**src/rtl/fft_pkg.sv**
```systemverilog
// Shared FFT definitions: point count, sample field layout, bit-reversal helper.
package fft_pkg;

  localparam int unsigned FFT_N      = 4;
  localparam int unsigned NUM_STAGES = $clog2(FFT_N);
  localparam int unsigned SAMPLE_W   = 16;

  // Complex sample layout: real in the low half, imag in the high half.
  localparam int unsigned RE_LSB = 0;
  localparam int unsigned RE_MSB = SAMPLE_W / 2 - 1;
  localparam int unsigned IM_LSB = SAMPLE_W / 2;
  localparam int unsigned IM_MSB = SAMPLE_W - 1;

  // Reverse the low nbits of idx; bits above nbits are ignored.
  function automatic int unsigned bitrev(input int unsigned idx, input int unsigned nbits);
    int unsigned r;
    r = 0;
    for (int unsigned b = 0; b < 32; b++) begin
      if (b < nbits) r = (r << 1) | ((idx >> b) & 32'd1);
    end
    return r;
  endfunction

endpackage

```
**src/rtl/fft_stream_ctrl_if.sv**
```systemverilog
// Valid/ready sample stream; index carries the natural bin number on the output side.
interface fft_stream_ctrl_if #(
  parameter int W  = 16,
  parameter int IW = 2
);
  logic          valid;
  logic          ready;
  logic          last;
  logic [W-1:0]  data;
  logic [IW-1:0] index;

  modport master (output valid, data, last, index, input ready);
  modport slave  (input valid, data, last, index, output ready);
endinterface

```
**src/rtl/fft_out_serializer.sv**
```systemverilog
// Captures the core result frame and drains it one bin per handshake, optionally
// undoing the core's bit-reversed ordering.
module fft_out_serializer
  import fft_pkg::*;
#(
  parameter int unsigned N            = FFT_N,
  parameter int unsigned SAMPLE_WIDTH = SAMPLE_W,
  parameter bit          BITREV       = 1'b1
) (
  input  logic                      clk,
  input  logic                      arst_n,
  input  logic                      frame_full,
  input  logic [N*SAMPLE_WIDTH-1:0] frame_data,
  output logic                      take,
  fft_stream_ctrl_if.master         m_if,
  output logic [15:0]               frame_cnt
);

  localparam int unsigned IDXW = $clog2(N);

  logic [N*SAMPLE_WIDTH-1:0] out_buf;
  logic [IDXW-1:0]           out_idx;
  logic [IDXW-1:0]           rd_idx;
  logic                      out_busy;
  logic                      hs;
  logic                      at_last;

  assign at_last = (out_idx == IDXW'(N - 1));
  assign hs      = out_busy && m_if.ready;
  // A waiting frame may replace the current one on its final handshake, so frames chain without a bubble.
  assign take    = frame_full && (!out_busy || (hs && at_last));

  // Map the natural bin index onto the buffer slot holding it.
  always_comb begin
    rd_idx = out_idx;
    if (BITREV) rd_idx = IDXW'(bitrev(32'(out_idx), IDXW));
  end

  assign m_if.valid = out_busy;
  assign m_if.index = out_idx;
  assign m_if.last  = at_last;
  assign m_if.data  = out_buf[rd_idx*SAMPLE_WIDTH +: SAMPLE_WIDTH];

  // Output buffer capture, bin pointer and completed-frame counter.
  always_ff @(posedge clk or negedge arst_n) begin
    if (!arst_n) begin
      out_buf   <= '0;
      out_idx   <= '0;
      out_busy  <= 1'b0;
      frame_cnt <= '0;
    end else begin
      if (take) begin
        out_buf  <= frame_data;
        out_busy <= 1'b1;
        out_idx  <= '0;
      end else if (hs) begin
        out_idx <= out_idx + 1'b1;
        if (at_last) out_busy <= 1'b0;
      end
      if (hs && at_last) frame_cnt <= frame_cnt + 16'd1;
    end
  end

endmodule

```
**src/rtl/fft_stream_ctrl.sv**
```systemverilog
// Streaming frame controller around a combinational N-point FFT core: collects
// serial samples into a parallel frame and hands the result to the serializer.
module fft_stream_ctrl
  import fft_pkg::*;
#(
  parameter int unsigned N            = FFT_N,
  parameter int unsigned SAMPLE_WIDTH = SAMPLE_W,
  parameter bit          BITREV       = 1'b1
) (
  input  logic                      clk,
  input  logic                      arst_n,
  fft_stream_ctrl_if.slave          s_if,
  fft_stream_ctrl_if.master         m_if,
  output logic [N*SAMPLE_WIDTH-1:0] fft_data_in,
  input  logic [N*SAMPLE_WIDTH-1:0] fft_data_out,
  output logic                      frame_err,
  output logic [15:0]               frame_cnt
);

  localparam int unsigned IDXW = $clog2(N);

  logic [IDXW-1:0] in_cnt;
  logic            in_full;
  logic            accept;
  logic            take;

  assign s_if.ready = !in_full;
  assign accept     = s_if.valid && !in_full;

  // Input collector: fill slots in order; a full frame waits until the serializer takes it.
  always_ff @(posedge clk or negedge arst_n) begin
    if (!arst_n) begin
      in_cnt      <= '0;
      in_full     <= 1'b0;
      frame_err   <= 1'b0;
      fft_data_in <= '0;
    end else begin
      frame_err <= 1'b0;
      if (accept) begin
        fft_data_in[in_cnt*SAMPLE_WIDTH +: SAMPLE_WIDTH] <= s_if.data;
        if (in_cnt == IDXW'(N - 1)) begin
          in_full <= 1'b1;
          in_cnt  <= '0;
        end else if (s_if.last) begin
          in_cnt    <= '0;
          frame_err <= 1'b1;
        end else begin
          in_cnt <= in_cnt + 1'b1;
        end
      end
      if (take) in_full <= 1'b0;
    end
  end

  fft_out_serializer #(
    .N            (N),
    .SAMPLE_WIDTH (SAMPLE_WIDTH),
    .BITREV       (BITREV)
  ) u_ser (
    .clk        (clk),
    .arst_n     (arst_n),
    .frame_full (in_full),
    .frame_data (fft_data_out),
    .take       (take),
    .m_if       (m_if),
    .frame_cnt  (frame_cnt)
  );

endmodule

```
**src/flat_wrapper.sv**
```systemverilog
// flat-port wrapper written by rule: the top's interface ports become plain ports
module fft_stream_ctrl_flat import fft_pkg::*;
#(
  parameter int unsigned N            = FFT_N,
  parameter int unsigned SAMPLE_WIDTH = SAMPLE_W,
  parameter bit          BITREV       = 1'b1
)
  (clk, arst_n, fft_data_in, fft_data_out, frame_err, frame_cnt, s_if_valid, s_if_data, s_if_last, s_if_index, s_if_ready, m_if_valid, m_if_data, m_if_last, m_if_index, m_if_ready);
  fft_stream_ctrl_if #(.W(16), .IW(2)) s_if_i ();
  fft_stream_ctrl_if #(.W(16), .IW(2)) m_if_i ();
  input  logic clk;
  input  logic arst_n;
  output logic [N*SAMPLE_WIDTH-1:0] fft_data_in;
  input  logic [N*SAMPLE_WIDTH-1:0] fft_data_out;
  output logic frame_err;
  output logic [15:0] frame_cnt;
  input wire logic [$bits(s_if_i.valid)-1:0] s_if_valid;
  input wire logic [$bits(s_if_i.data)-1:0] s_if_data;
  input wire logic [$bits(s_if_i.last)-1:0] s_if_last;
  input wire logic [$bits(s_if_i.index)-1:0] s_if_index;
  output wire logic [$bits(s_if_i.ready)-1:0] s_if_ready;
  output wire logic [$bits(m_if_i.valid)-1:0] m_if_valid;
  output wire logic [$bits(m_if_i.data)-1:0] m_if_data;
  output wire logic [$bits(m_if_i.last)-1:0] m_if_last;
  output wire logic [$bits(m_if_i.index)-1:0] m_if_index;
  input wire logic [$bits(m_if_i.ready)-1:0] m_if_ready;
  assign s_if_i.valid = s_if_valid;
  assign s_if_i.data = s_if_data;
  assign s_if_i.last = s_if_last;
  assign s_if_i.index = s_if_index;
  assign s_if_ready = s_if_i.ready;
  assign m_if_valid = m_if_i.valid;
  assign m_if_data = m_if_i.data;
  assign m_if_last = m_if_i.last;
  assign m_if_index = m_if_i.index;
  assign m_if_i.ready = m_if_ready;
  fft_stream_ctrl #(.N(N), .SAMPLE_WIDTH(SAMPLE_WIDTH), .BITREV(BITREV)) u_core (.clk(clk), .arst_n(arst_n), .s_if(s_if_i), .m_if(m_if_i), .fft_data_in(fft_data_in), .fft_data_out(fft_data_out), .frame_err(frame_err), .frame_cnt(frame_cnt));
endmodule
```
**config.mk**
```make
export PLATFORM = sky130hd
export DESIGN_NAME = fft_stream_ctrl_flat
export DESIGN_NICKNAME = d
export VERILOG_FILES = /design/src/rtl/fft_pkg.sv /design/src/rtl/fft_stream_ctrl_if.sv /design/src/rtl/fft_out_serializer.sv /design/src/rtl/fft_stream_ctrl.sv /design/src/flat_wrapper.sv
export SDC_FILE = /design/constraint.sdc
export NUM_CORES = 1
export LEC_CHECK = 0
export CAP_MARGIN = 25
export CORE_MARGIN = 2
export CORE_UTILIZATION = 51
export DETAILED_ROUTE_END_ITERATION = 7
export HOLD_SLACK_MARGIN = 0.15
export PLACE_DENSITY_LB_ADDON = 0.12
export SLEW_MARGIN = 10
export SYNTH_ARGS = -nofsm -noshare
export SYNTH_HDL_FRONTEND = slang
export SYNTH_SLANG_ARGS = --single-unit
```
**constraint.sdc**
```tcl
create_clock -name clk -period 3.15 [get_ports clk]
set_input_delay 0.7875 -clock clk [delete_from_list [all_inputs] [get_ports clk]]
set_output_delay 0.7875 -clock clk [all_outputs]
set_load 0.01 [all_outputs]
```
-- After elaboration in Yosys (flattened, before gate mapping)
Cells that the tools add are included.
- add/subtract/negate cells: 4
- eq/ne operators: 2
- shift operators: 3
- multiplexer cells: 14
- bitwise operators: 1
- reductions and logical operators: 13
- operators by type and width (kind ; number):
    $bwmux W64 ; 1
    $shift A16 B34 Y64 const A ; 1
    $shiftx A16 B34 Y64 ; 1
    $shiftx A64 B7 Y16 ; 1
    $neg A6 Y34 ; 1
    $add A16 B1 Y16 const B ; 1
    $mux W1 ; 9
    $mux W2 ; 4
    $reduce_bool A2 Y1 ; 4
    $add A2 B1 Y2 const B ; 2
    $eq A2 B2 Y1 const B ; 2
    $logic_and A1 B1 Y1 ; 4
    $reduce_and A2 Y1 ; 2
    $logic_not A1 Y1 ; 2
    $or A2 B1 Y2 ; 1
    $logic_or A1 B1 Y1 ; 1
- register bits: 151
- bits of input ports: 87
- output and inout port bits: 102
- logic and storage cells: 45

-- Depth between registers and ports, before layout
Gate-level depths: netlist (run 1).
- depth in word-level cells: 6
- depth in mapped cells: 6
- gate-level depth less buffers: 5

-- By module
A second synthesis (run 1) with hierarchy kept.
- cell total of the unflattened synthesis: 519
- area total of the unflattened synthesis: 6862.8 um^2
- by module, submodules not included (module ; times used ; cells an instance ; area each (um^2)):
    fft_out_serializer ; 1 ; 233 ; 3604.7
    fft_stream_ctrl ; 1 ; 286 ; 3258.1

-- Worst setup path before layout (run 1)
No wires, ideal clock.
- path type: register to output
- start point: reg u_core.u_ser.out_idx[1] (netlist: u_core.u_ser.m_if.index[1])
- end point: out m_if_data[10]
- arrival: 1527 ps
- path slack: 836 ps
- cell stages (with the launch flop): 4
- buffers on the path: 2
- cells stage by stage: dfrtp_1 > buf_2 > buf_2 > mux4_2
- cells in the longest elaborated chain, start to end: 2
- RTL lines (what ; RTL line ; source):
    start: declaration ; fft_out_serializer.sv:22 ; logic [IDXW-1:0] out_idx;
    start signal: assignment ; fft_out_serializer.sv:57 ; out_idx <= out_idx + 1'b1;
    $or A2 B1 Y2 ; fft_pkg.sv:19 ; if (b < nbits) r = (r << 1) | ((idx >> b) & 32'd1);
    $shiftx A64 B7 Y16 ; fft_out_serializer.sv:42 ; assign m_if.data = out_buf[rd_idx*SAMPLE_WIDTH +: SAMPLE_WIDTH];
    end: declaration ; flat_wrapper.sv:23 ; output wire logic [$bits(m_if_i.data)-1:0] m_if_data;
Every way passes these cells.

-- Worst setup path in the final report (run 1)
- start point: reg u_core.u_ser.out_idx[1] (netlist: u_core.u_ser.m_if.index[1])
- end point: out m_if_data[15]
The elaborated chain is that of the path after synthesis.

==> results of run 1 <==
## power by group through the flow
| stage | Clock, mW | Sequential, mW | Combinational [mW] |
|---|---|---|---|
| 4_1_cts | 2.12 | 2.89 | 2.61 |
| 3_5_place_dp | 0 | 2.91 | 2.59 |
| 3_3_place_gp | 0 | 2.87 | 2.53 |
| 2_1_floorplan | 0 | 2.89 | 1.35 |
| 5_1_grt | 2.21 | 2.96 | 2.75 |
| 6_report | 2.08 | 2.89 | 2.58 |
## path summary, 6_finish.rpt
| path | start | end | slack, ps | cells past startpoint |
|---|---|---|---|---|
| setup / recovery | u_core.u_ser.m_if.index[1] | m_if_data[15] | 250 | 3 |
| hold reg to reg | u_core.u_ser.frame_cnt[6] | u_core.u_ser.frame_cnt[6] | 490 | 1 |
| hold / removal | arst_n | u_core.u_ser.frame_cnt[15] | 410 | 1 |
| max in group asynchronous | arst_n | u_core.u_ser.out_buf[3] | 1930 | 2 |
| setup reg to reg | u_core.in_cnt[0] | u_core.fft_data_in[15] | 880 | 6 |
| min in group clk | u_core.u_ser.frame_cnt[6] | u_core.u_ser.frame_cnt[6] | 490 | 1 |
## final cells by class
cell class | count | area [um^2]
tap | 147 | 184
fill | 797 | 3100
sequential | 151 | 3780
inverter | 6 | 22.5
timing repair buffer | 196 | 1980
multi-input combinational | 222 | 2290
clock buffer | 19 | 433
clock inverter | 13 | 180
## cells in the final DEF (no fill, tap or decap), types with 6 or more instances in the layout
| master | instances |
|---|---|
| mux2_2 | 67 |
| dfrtp_1 | 151 |
| ha_1 | 8 |
| buf_4 | 7 |
| nand3_1 | 6 |
| xnor2_1 | 11 |
| nand2_1 | 8 |
| mux4_2 | 16 |
| inv_1 | 6 |
| a22o_1 | 67 |
| clkdlybuf4s50_1 | 185 |
| clkbuf_16 | 17 |
## Yosys cell counts (all sizes together)
cell    instances  area share (%)
dfrtp         151              61
a22o           67             9.4
mux2           67              12
buf            17             1.8
mux4           16             5.8
nand2          11            0.86
xnor2          11             1.5
ha              8             1.6
inv             6            0.36
nand3           6            0.48
clkbuf          5            0.30
nand4           4            0.40
nor2b           4            0.40
o21ai           4            0.32
xor2            4            0.56
and3            3            0.30
nor2            3            0.18
nor4            3             1.0
nor3            2            0.16
nor3b           2            0.24
nor4b           2            0.76
a21boi          1            0.12
and4            1            0.14
nand2b          1            0.10
nand3b          1            0.12
or2             1            0.10
## kinds of logic (layout without fill, tap and decap cells)
group,after synthesis,in the layout,share of synthesized area [%]
buffers and inverters,28,234,2.49
AO/OA/AOI/OAI,72,72,9.87
flip-flops,151,151,60.7
multiplexers,83,83,17.9
adder cells (fa/ha/maj),8,8,1.61
AND/OR/NAND/NOR,44,44,5.29
XOR/XNOR,15,15,2.11
## flip-flops by register name, summed over array words and instances, names as in the netlist
| signal | count |
|---|---|
| u_core.in_cnt | 2 |
| u_core.fft_data_in | 64 |
| u_core.u_ser.m_if.index | 2 |
| u_core.u_ser.frame_cnt | 16 |
| u_core.in_full | 1 |
| u_core.frame_err | 1 |
| u_core.u_ser.out_buf | 64 |
| u_core.u_ser.m_if.valid | 1 |
## metal layers
layer	vias to the layer above	track usage [%]	wire, um
met5	-	0	13
met1	2146	29.2	5840
li1	1884	-	-
met4	2	6.50	119
met3	13	7.46	1090
met2	169	40.6	7780
==> reports/results.tsv, run 1 <==
metric	value	unit
p_total	7.55	mW
timing.hold.ws	409	ps
max_stage_delay	540	ps
drt-initial-drc-count	251	
finalWirelength	14900	um
die-area	13100	um^2
synth_nets	496	
drcViolationCount	0	
fin_crit_sh	92.1	%
syn_to_final_growth	42.5	%
power_frac_seq	38.3	%
grt.total_usage	23.7	%
worstPathArrival	2110	ps
fin_skew	8.05	ps
placed_area	8250	um^2
viasPerCell	5.59	
startpoint_type	register	
cts_root_buf	clkbuf_16	
critPathBufInv	2	
worstPathMaxFanout	16	
cts_hold_buf	0	
cts_tree	built	
cts_max_level	4	
max_clock_freq	345	MHz
tns	0	ps
critPathKind	register to output pin	
cts_setup_buffers	0	
grt_pass1_vias	4508	
synth_cell_types	30	
drtAntennaViolNets	0	
portBuffers	186	
grt_start_max_net_pins	80	
antenna_found_initial	1	
syn-cell-area	6220	um^2
worstSetupEndpointType	output pin	
p_per_area	852	nW/um^2
p_int	5.46	mW
cts-resized-gates	0	
rsz0062_at_grt	false	
dp_slack	211	ps
gp_congestion	0.760	
maxCapViolCount	0	
period_needed	2900	ps
die_h	114	um
dr.pass1.iters	4	
slew_headroom	50.9	%
clockBufferDepth	2	
comb_power_share	34.1	%
p_sw	2.09	mW
slowest_stage	clkdlybuf4s50_1	
tightest_slew	737	ps
min_path_type	input pin to asynchronous set/reset pin	
maxSlewViolCount	0	
placed_cells	722	
fin_area	8870	um^2
clk_pin_slew	60	ps
grt_pass1_wl	23600	um
die_x	114	um
path_cells	buf_12 > mux4_2 > clkdlybuf4s50_1	
vdd_ir_drop_max	415	uV
n_antenna_cell	0	
p_leak	3.92	nW
setup_ws	249	ps
nets	689	
vias	4214	
wire_per_inst	19.7	um
avgSynthCellArea	15.5	um^2
netSwitchingFraction	27.7	%
drive_above_1_share	22.1	%
cts.sinks	151	
clkLatencyLatePin	420	ps
core	12000	um^2
grt_overflow	0	
pwr-share-clk	27.6	%
synthCells	401	
finalHoldViolations	0	
synth-seq-cells	151	
rows	40	
hpwl	9750	um
final_util	74.1	%
pin_count	189	
seq_area_frac_synth	60.7	%
outcome	finished, final reports clean	
fin_cells	754	
numCtsBuffers	17	
cp_top_family	buffers and inverters	
cp.required	2360	ps
initial_core_util	52.0	%
finalSetupViolations	0	
yosysWarnings	0	
(Power assumes the default switching activity.)
==> run 2, diff against run 1 <==
- CORE_UTILIZATION: 51 -> 30
==> run 2 against run 1 <==
First-iteration DRC count fell by 27%. Hold slack worse by 18 ps. Register-to-register slack worse by 90 ps. Via count shrank 1.2%. Wire length is 9.8% higher. Maximum frequency increased by 1.1%. Flip-flop and latch count unchanged. Non-clock buffer count increased by 7. Total power fell by 0.16%.
==> reports/results.tsv, run 2 (synthesis gave the netlist of run 1 again) <==
metric	value	unit
startpoint_type	register	
drive_above_1_share	23.3	%
die_h	148	um
gp_congestion	0.781	
slew_headroom	55.7	%
critPathKind	register to output pin	
wire_per_inst	18.5	um
fin_cells	884	
fin_crit_sh	91.1	%
initial_core_util	30.7	%
die-area	21900	um^2
period_needed	2870	ps
numCtsBuffers	17	
tns	0	ps
viasPerCell	4.71	
maxSlewViolCount	0	
outcome	finished, final reports clean	
vdd_ir_drop_max	340	uV
r2r_cells	6	
r2r_setup_slack	790	ps
rsz0062_at_grt	false	
die_x	148	um
finalHoldViolations	0	
cp.required	2360	ps
tightest_slew	665	ps
cts_root_buf	clkbuf_16	
placed_cells	852	
fin_area	9070	um^2
grt_start_max_net_pins	72	
layout_commonest_cell	clkdlybuf4s50_1	
cts_setup_buffers	0	
drt-initial-drc-count	183	
cts_hold_buf	0	
worstPathMaxFanout	17	
finalWirelength	16300	um
grt_overflow	0	
rr_endpoint	u_core.fft_data_in[4]	
vias	4164	
reg_top3	u_core.fft_data_in: 64 flops, u_core.u_ser.out_buf: 64 flops, u_core.u_ser.frame_cnt: 16 flops	
hpwl	11200	um
p_leak	3.97	nW
grt_pass1_wl	25500	um
clk_pin_slew	60	ps
clkLatencyLatePin	410	ps
placed_area	8460	um^2
r2r-start	u_core.in_cnt[0]	
cts_max_level	4	
finalSetupViolations	0	
drtAntennaViolNets	0	
antenna_found_initial	0	
cts-resized-gates	0	
n_antenna_cell	0	
dr.pass1.iters	5	
maxCapViolCount	0	
drcViolationCount	0	
final_util	44.7	%
nets	696	
grt_pass1_vias	4482	
pin_count	189	
min_path_type	input pin to asynchronous set/reset pin	
clockBufferDepth	2	
nFillCells	1861	
fin_skew	7.17	ps
mostFrequentLayoutCells	clkdlybuf4s50_1, dfrtp_1, a22o_1, mux2_2, clkbuf_16	
cts.sinks	151	
p_per_area	832	nW/um^2
grt.total_usage	15.1	%
worstSetupEndpointType	output pin	
max_clock_freq	348	MHz
p_total	7.54	mW
portBuffers	186	
core	20300	um^2
cts_tree	built	
syn_to_final_growth	45.7	%
worstPathArrival	2080	ps
rows	52	
run 2: changes by cell type in the layout (fill, tap and decap cells not counted):
cell        delta
inv_6          +2
clkbuf_8       +3
inv_8          +1
clkinvlp_4     -2
buf_4          +7
clkbuf_1       -2
clkinv_2       -2
bufinv_16      -2
clkinv_4       +2
run 2: routing by layer:
metal / global-route usage (%) / vias to the layer above / part of all wire, %
li1: - / 1897 / -
met1: 20.2 / 2120 / 45
met2: 23.7 / 135 / 47
met3: 5.49 / 12 / 7.0
met4: 3.67 / 0 / 1.1
met5: 0 / - / 0
run 2: final cells by class:
type	instances	area, um^2	area share [%]
Tap cell	270	338	3.73
Timing Repair Buffer	203	2030	22.4
Clock inverter	12	141	1.56
Sequential cell	151	3780	41.7
Inverter	6	22.5	0.248
Clock buffer	20	467	5.15
Multi-Input combinational cell	222	2290	25.3
run 2: critical path: stages, from the launching register on:
cell	delay, ps
dfrtp_1	410
buf_12	220
mux4_2	510
clkdlybuf4s50_1	530
run 2: worst max path at each step:
stage                                           from                endpoint  cells past startpoint
after floorplan           u_core.u_ser.m_if.index[1]           m_if_data[10]                      3
after global placement                    s_if_valid  u_core.fft_data_in[59]                      7
after detailed placement                  s_if_valid  u_core.fft_data_in[56]                      7
after CTS                 u_core.u_ser.m_if.index[1]           m_if_data[15]                      3
after global routing      u_core.u_ser.m_if.index[1]           m_if_data[15]                      3
final                     u_core.u_ser.m_if.index[1]           m_if_data[15]                      3
run 2: per-stage QoR:
step	setup slack, ps	hold WS, ps
after floorplan	836	474
after global placement	395	460
after detailed placement	397	468
after CTS	221	408
after global routing	187	429
final	280	391
run 2: where the power goes:
group          switching, mW  internal [mW]
clock network          0.827           1.24
logic                  0.985           1.62
registers              0.336           2.53
